File: src/rtl/shot_renderer.sv
// Sweeps the shot table once per frame tick, plotting each valid on-screen shot
// as a SHOT_SIZE square and requesting deletion of shots that have left the screen.
module shot_renderer #(
  parameter int unsigned SHOT_COUNT  = 8,
  parameter int unsigned ADDR_W      = 3,
  parameter int unsigned SCREEN_W    = 320,
  parameter int unsigned SCREEN_H    = 240,
  parameter int unsigned SHOT_SIZE   = 2,
  parameter logic [2:0]  SHOT_COLOUR = 3'b111
) (
  input  logic              clk,
  input  logic              reset_n,
  input  logic              start,
  input  logic              erase,
  output logic [ADDR_W-1:0] rd_addr,
  input  logic [24:0]       rd_data,
  output logic [8:0]        vga_x,
  output logic [8:0]        vga_y,
  output logic [2:0]        colour,
  output logic              plot,
  output logic              delete_shot,
  output logic [ADDR_W-1:0] shot_address,
  output logic              busy,
  output logic              done
);

  localparam int unsigned COORD_W = 9;
  localparam int unsigned CNT_W   = (SHOT_SIZE > 1) ? $clog2(SHOT_SIZE) : 1;

  localparam logic [COORD_W-1:0] X_MAX     = COORD_W'(SCREEN_W - SHOT_SIZE);
  localparam logic [COORD_W-1:0] Y_MAX     = COORD_W'(SCREEN_H - SHOT_SIZE);
  localparam logic [CNT_W-1:0]   CNT_LAST  = CNT_W'(SHOT_SIZE - 1);
  localparam logic [ADDR_W-1:0]  SLOT_LAST = ADDR_W'(SHOT_COUNT - 1);

  typedef enum logic [2:0] {
    IDLE  = 3'd0,
    FETCH = 3'd1,
    LATCH = 3'd2,
    CHECK = 3'd3,
    DRAW  = 3'd4,
    DONE  = 3'd5
  } state_t;

  state_t              state;
  logic [ADDR_W-1:0]   idx;
  logic                mode_erase;
  logic                rec_valid;
  logic [COORD_W-1:0]  rec_x;
  logic [COORD_W-1:0]  rec_y;
  logic [CNT_W-1:0]    dx;
  logic [CNT_W-1:0]    dy;

  // Record fields straight from the table; direction is not used here.
  logic               lat_valid;
  logic [COORD_W-1:0] lat_x;
  logic [COORD_W-1:0] lat_y;
  logic               lat_on_screen;
  logic               rec_on_screen;
  logic               last_pixel;
  logic               slot_end;
  logic               unused_dir;

  assign lat_valid     = rd_data[24];
  assign lat_y         = rd_data[23:15];
  assign lat_x         = rd_data[14:6];
  assign unused_dir    = ^rd_data[5:0];
  assign lat_on_screen = (lat_x <= X_MAX) && (lat_y <= Y_MAX);
  assign rec_on_screen = (rec_x <= X_MAX) && (rec_y <= Y_MAX);
  assign last_pixel    = (dx == CNT_LAST) && (dy == CNT_LAST);
  assign slot_end      = ((state == CHECK) && !(rec_valid && rec_on_screen)) ||
                         ((state == DRAW) && last_pixel);

  always_ff @(posedge clk or negedge reset_n) begin
    if (!reset_n) begin
      state        <= IDLE;
      idx          <= '0;
      mode_erase   <= 1'b0;
      rec_valid    <= 1'b0;
      rec_x        <= '0;
      rec_y        <= '0;
      dx           <= '0;
      dy           <= '0;
      rd_addr      <= '0;
      shot_address <= '0;
      vga_x        <= '0;
      vga_y        <= '0;
      colour       <= '0;
      plot         <= 1'b0;
      delete_shot  <= 1'b0;
      busy         <= 1'b0;
      done         <= 1'b0;
    end else begin
      delete_shot <= 1'b0;
      done        <= 1'b0;
      case (state)
        IDLE: begin
          if (start) begin
            idx        <= '0;
            rd_addr    <= '0;
            mode_erase <= erase;
            busy       <= 1'b1;
            state      <= FETCH;
          end
        end
        FETCH: state <= LATCH;
        LATCH: begin
          rec_valid <= lat_valid;
          rec_x     <= lat_x;
          rec_y     <= lat_y;
          // Decided one edge early so the request is visible during CHECK.
          if (lat_valid && !lat_on_screen && !mode_erase) begin
            delete_shot  <= 1'b1;
            shot_address <= idx;
          end
          state <= CHECK;
        end
        CHECK: begin
          if (rec_valid && rec_on_screen) begin
            dx     <= '0;
            dy     <= '0;
            vga_x  <= rec_x;
            vga_y  <= rec_y;
            colour <= mode_erase ? 3'b000 : SHOT_COLOUR;
            plot   <= 1'b1;
            state  <= DRAW;
          end
        end
        DRAW: begin
          if (last_pixel) begin
            plot <= 1'b0;
          end else if (dx == CNT_LAST) begin
            dx    <= '0;
            dy    <= dy + CNT_W'(1);
            vga_x <= rec_x;
            vga_y <= vga_y + COORD_W'(1);
          end else begin
            dx    <= dx + CNT_W'(1);
            vga_x <= vga_x + COORD_W'(1);
          end
        end
        DONE: begin
          busy  <= 1'b0;
          state <= IDLE;
        end
        default: state <= IDLE;
      endcase

      // Step to the next slot or finish the sweep.
      if (slot_end) begin
        if (idx == SLOT_LAST) begin
          done  <= 1'b1;
          state <= DONE;
        end else begin
          idx     <= idx + ADDR_W'(1);
          rd_addr <= idx + ADDR_W'(1);
          state   <= FETCH;
        end
      end
    end
  end

endmodule

File: config.mk
export PLATFORM = sky130hd
export DESIGN_NAME = shot_renderer
export DESIGN_NICKNAME = d
export VERILOG_FILES = /design/src/rtl/shot_renderer.sv
export SDC_FILE = /design/constraint.sdc
export NUM_CORES = 1
export LEC_CHECK = 0
export CORE_UTILIZATION = 35
export CTS_CLUSTER_SIZE = 25
export DETAILED_ROUTE_END_ITERATION = 8
export GPL_TIMING_DRIVEN = 0
export SLEW_MARGIN = 10
export SYNTH_ARGS = -nofsm -noshare
export SYNTH_HDL_FRONTEND = slang
export SYNTH_SLANG_ARGS = --single-unit
File: constraint.sdc
create_clock -name clk -period 2.7 [get_ports clk]
set_clock_uncertainty 0.2 [all_clocks]
set_input_delay 0.54 -clock clk [delete_from_list [all_inputs] [get_ports clk]]
set_output_delay 0.54 -clock clk [all_outputs]
set_load 0.02 [all_outputs]
## Word level (Yosys, flattened, before mapping)

Index checks and enable logic that the tools add are counted.

| word-level totals | value |
|---|---|
| register bits after elaboration | 59 |
| bits of input ports | 29 |
| output and inout bits | 31 |

| cells by class | value |
|---|---|
| add/subtract/negate cells | 5 |
| order comparisons | 4 |
| eq/ne operators | 14 |
| muxes and demuxes | 38 |
| reductions and logical operators | 23 |

Operators by type and width:

| cell | count |
|---|---|
| 9-bit two-way mux | 6 |
| 3-bit two-way mux | 13 |
| 9-bit case mux with 2 select lines | 2 |
| 9-bit by 1-bit adder with 9-bit output (second input constant) | 2 |
| 9-bit by 8-bit <= comparator with 1-bit output (second input constant) | 2 |
| 9-bit <= comparator (second input constant) | 2 |
| 3-bit case mux with 5 select lines | 1 |
| 1-bit two-way mux | 12 |
| 2-bit inequality test (second input constant) | 5 |
| 3-bit equality test (second input constant) | 3 |
| 3-bit AND reduction | 3 |
| 1-bit logical AND | 8 |
| 1-bit case mux with 2 select lines | 4 |
| 2-bit AND reduction | 4 |
| 3-bit by 2-bit equality test with 1-bit output (second input constant) | 2 |
| 4-bit AND reduction | 1 |
| 2-bit nonzero test | 2 |
| 3-bit by 1-bit adder with 3-bit output (second input constant) | 1 |
| 3-bit by 1-bit equality test with 1-bit output (second input constant) | 1 |
| 1-bit logical NOT | 3 |
| 3-bit logical NOT | 1 |
| 3-bit by 2-bit inequality test with 1-bit output (second input constant) | 1 |
| 3-bit inequality test (second input constant) | 1 |
| 1-bit adder (second input constant) | 2 |
| other kinds (2) | 2 |

## Longest topological paths before layout

| depth | value |
|---|---|
| depth in word-level cells | 8 |
| depth in mapped cells | 8 |

## Worst setup path before layout

No wires, ideal clock.

| path | value |
|---|---|
| path type | flip-flop to flip-flop |
| start | register state[2] |
| end | register vga_x[6] |
| data arrival time | 1.612 ns |
| required time | 2.376 ns |
| path slack | 0.764 ns |
| cell stages (with the launch flop) | 8 |
| period minus slack after synthesis | 1.936 ns |
| cell sequence | dfrtp_1 > buf_6 > and3b_2 > o211ai_2 > or2_1 > buf_6 > and3_1 > a211o_1 |

| on the way | value |
|---|---|
| cells in the longest elaborated chain, start to end | 3 |

RTL lines:

| element | RTL line | source |
|---|---|---|
| from (decl) | 44 | `state_t state;` |
| from (signal assigned) | 75 | `state <= IDLE;` |
| from (signal assigned) | 102 | `state <= FETCH;` |
| from (signal assigned) | 105 | `FETCH: state <= LATCH;` |
| 3-bit by 2-bit equality test with 1-bit output or 3-bit equality test (tied branches) | 95 | `case (state)` |
| 2-bit by 1-bit inequality test with 1-bit output (no line) (tied with other cells) | n/a |  |
| 3-bit AND reduction (no line) | n/a |  |
| to (signal assigned) | 121 | `vga_x <= rec_x;` |
| to (signal assigned) | 134 | `vga_x <= rec_x;` |
| to (signal assigned) | 138 | `vga_x <= vga_x + COORD_W'(1);` |
| to (decl) | 17 | `output logic [8:0] vga_x,` |

Parallel ways exist; a longest one is shown, timed or not.
A chain may end at the register's enable or synchronous reset.

## Final worst setup path

| path | value |
|---|---|
| start | input rd_data[17] |
| end | register shot_address[0] |

| on the way | value |
|---|---|
| cells in the longest elaborated chain, start to end | 6 |

RTL lines:

| element | RTL line | source |
|---|---|---|
| from (decl) | 16 | `input logic [24:0] rd_data,` |
| 9-bit by 8-bit <= comparator with 1-bit output | 67 | `assign lat_on_screen = (lat_x <= X_MAX) && (lat_y <= Y_MAX);` |
| 1-bit logical AND | 67 |  |
| 1-bit logical NOT | 111 | `if (lat_valid && !lat_on_screen && !mode_erase) begin` |
| 1-bit logical AND (2 in series) | 111 |  |
| 2-bit AND reduction (no line) | n/a |  |
| to (signal assigned) | 113 | `shot_address <= idx;` |
| to (decl) | 22 | `output logic [ADDR_W-1:0] shot_address,` |

Every way passes these cells.

==> flow_summary.ini <==
[route]
vias_per_cell = 5.49
wl_per_cell_um = 15.8
vias = 2456
drc = 0
drtIter0Drc = 108
ant_nets = 0
totalWireLength_um = 7060
first_pass_iters = 4

[pwr]
power_density_mw_per_mm2 = 1220
ir_drop_v = 0.000369
power_leakage_nw = 1.57

[synth]
synthArstFlopShare_pct = 100
synth_fp_nets = 306
syn_area_mm2 = 0.00294
syn_avg_cell_area_um2 = 10.8
yosysTopAreaCellShare_pct = 48.5
synth_cell_types = 52
yosysMostFrequentCell = dfrtp_1
yosysWarningCount = 0
ys_ff_latch = 57
synthCells = 273
yosys-top-cells-area = dfrtp_1 (49%), mux2_2 (8.8%), a21oi_1 (3.2%)
ys_top_cells_by_count = dfrtp_1 (57), mux2_2 (23), a21oi_1 (19), nor2_1 (19), nand3_1 (17)
synth_edf_count = 0
synth_ff_type = dfrtp_1
ys_seq_area_share_pct = 48.5
synth_top_cell_by_area = dfrtp_1

[timing]
tns_ns = 0
hold_violations = 0
setup_viol = 0
fin_ws_ns = 0.377
maxSlewViolCount = 0
fmax_mhz = 431
fin_crit_sh_pct = 86.0
timing.hold.ws_ns = 0.0595
relSlewSlack_pct = 49.0
rsz0062_at_grt = false
tightest_slew_ns = 0.762
finalCriticalPeriod_ns = 2.32

[cells_and_area]
areaGrowthSynthToFinish_pct = 29.5
drive_gt1_share_pct = 18.7
fin_nets = 370
fill_cells = 796
antennaDiodeCount = 0
instances_no_fill = 447

[run]
maxCapViolations = 0

[floorplan]
dieArea_mm2 = 0.00877
rows = 33
die_h_um = 93.7
placeableCoreArea_mm2 = 0.00818
io_pins = 60
fp.dieW_um = 93.7
initial_core_util_pct = 36.0

[worst_setup_path]
required_ns = 2.71
start_kind = primary input
worstPathMaxFanout = 4
endpoint_kind = register
path_class = primary input to register
cp.arrival_ns = 2.34

[place]
hpwl_um = 5130
routabilityCongestion = 0.833
dp_cells = 431
dp_slack_ns = 0.00186
portBuffers = 53

[global_route]
grt_max_degree = 58
grt_pass1_wl_um = 11600
antenna_found_initial = 0
grt.total_usage_pct = 17.4
overflow = 0
grt_pass1_vias = 2258

[cts]
insertion_delay_ns = 0.33
clk_path_buf_depth = 2
post_cts_buffers = 0
cts_hold_buf = 0
cts.reportedPaths.clkPinSlew_ns = 0.07
cts_max_level = 3
cts-buffers-inserted = 9
clock_sinks = 57
cts_tree = built
post_cts_resized = 0
cts_root_buf = clkbuf_8

[status]
status = finished, final reports clean

[min_path]
min_path_type = primary input to async pin
-- stage by stage --
| step | instance area (um2) | power [mW] | utilization (%) |
|---|---|---|---|
| after global placement | 3600 | 3.80 | 44.1 |
| after global routing | 3810 | 4.97 | 46.6 |
| after detailed placement | 3600 | 3.85 | 44.0 |
| final | 3810 | 4.66 | 46.6 |
| after floorplan | 2940 | 3.05 | - |
| after CTS | 3810 | 4.69 | 46.6 |
-- cell type report --
| class | count | area [um2] | share of cell area, % |
|---|---|---|---|
| inverters | 7 | 26.3 | 0.690 |
| flip-flops and latches | 57 | 1430 | 37.5 |
| repair buffers | 53 | 528 | 13.9 |
| clock inverters | 2 | 35.0 | 0.920 |
| well taps | 105 | 131 | 3.45 |
| clock buffers | 14 | 173 | 4.54 |
| plain buffers | 16 | 110 | 2.89 |
| multi-input cells | 193 | 1380 | 36.2 |
-- flip-flops by register name, indices dropped and copies added (netlist names), 3 cells and up --
register	count
vga_y	9
rec_x	9
vga_x	9
shot_address	3
state	3
rec_y	9
idx	3
rd_addr	3
-- logic make-up (layout without fill, tap and decap cells) --
group,count (synthesis),after routing,share of synthesized area [%]
muxes,27,27,10.2
xor gates and xnor gates,3,3,0.894
adders and majority gates,4,4,1.70
DFF,57,57,48.5
AOI/OAI and AO/OA,80,80,19.5
and+or+nand+nor,79,79,14.6
buffers and inverters,23,92,4.64
-- final timing paths --
kind	start	endpoint	slack, ns	depth (start not counted)
min	reset_n	colour[1]	0.06	1
max reg2reg	state[0]	vga_x[0]	0.38	5
max	rd_data[17]	shot_address[0]	0.38	6
min reg2reg	rd_addr[0]	rd_addr[0]	0.28	2
min in group clk	rd_addr[0]	rd_addr[0]	0.28	2
max in group asynchronous	reset_n	vga_y[7]	1.75	1
-- critical path, cell delays in order --
cell,delay [ns]
clkdlybuf4s50_1,0.42
a41o_1,0.25
a41oi_1,0.26
o211ai_1,0.22
nand4b_1,0.28
mux2_2,0.37
-- metal layers --
layer	share of wire [%]	GRT usage (%)	wire length (um)
met1	49	23.8	3470
met2	46	26.7	3220
met3	4.0	3.72	281
met4	1.2	7.31	84
met5	0	0	0
-- placed cells by master (no fill, tap or decap), drive strengths merged, types with 2 or more instances in the layout --
cell / count
dfrtp: 57
clkdlybuf4s50: 52
mux2: 23
a21oi: 21
nor2: 20
nand3: 17
o21ai: 17
nand2: 16
clkbuf: 16
buf: 15
inv: 7
a31oi: 7
a22o: 5
nand4: 4
mux2i: 4
o22a: 4
o2bb2a: 4
ha: 4
o22ai: 3
xnor2: 3
a211oi: 3
a221o: 3
and4: 3
and3: 3
nor3b: 3
o211ai: 3
or2: 3
or4b: 2
o31ai: 2
-- power breakdown --
| group | switching (mW) | leakage (nW) | internal [mW] |
|---|---|---|---|
| Clock | 0.332 | 0.107 | 0.501 |
| Sequential | 0.411 | 0.687 | 1.26 |
| Combinational | 1.06 | 0.780 | 1.10 |
| Total | 1.80 | 1.57 | 2.86 |
Note: power is estimated with default switching activity, not from simulation.
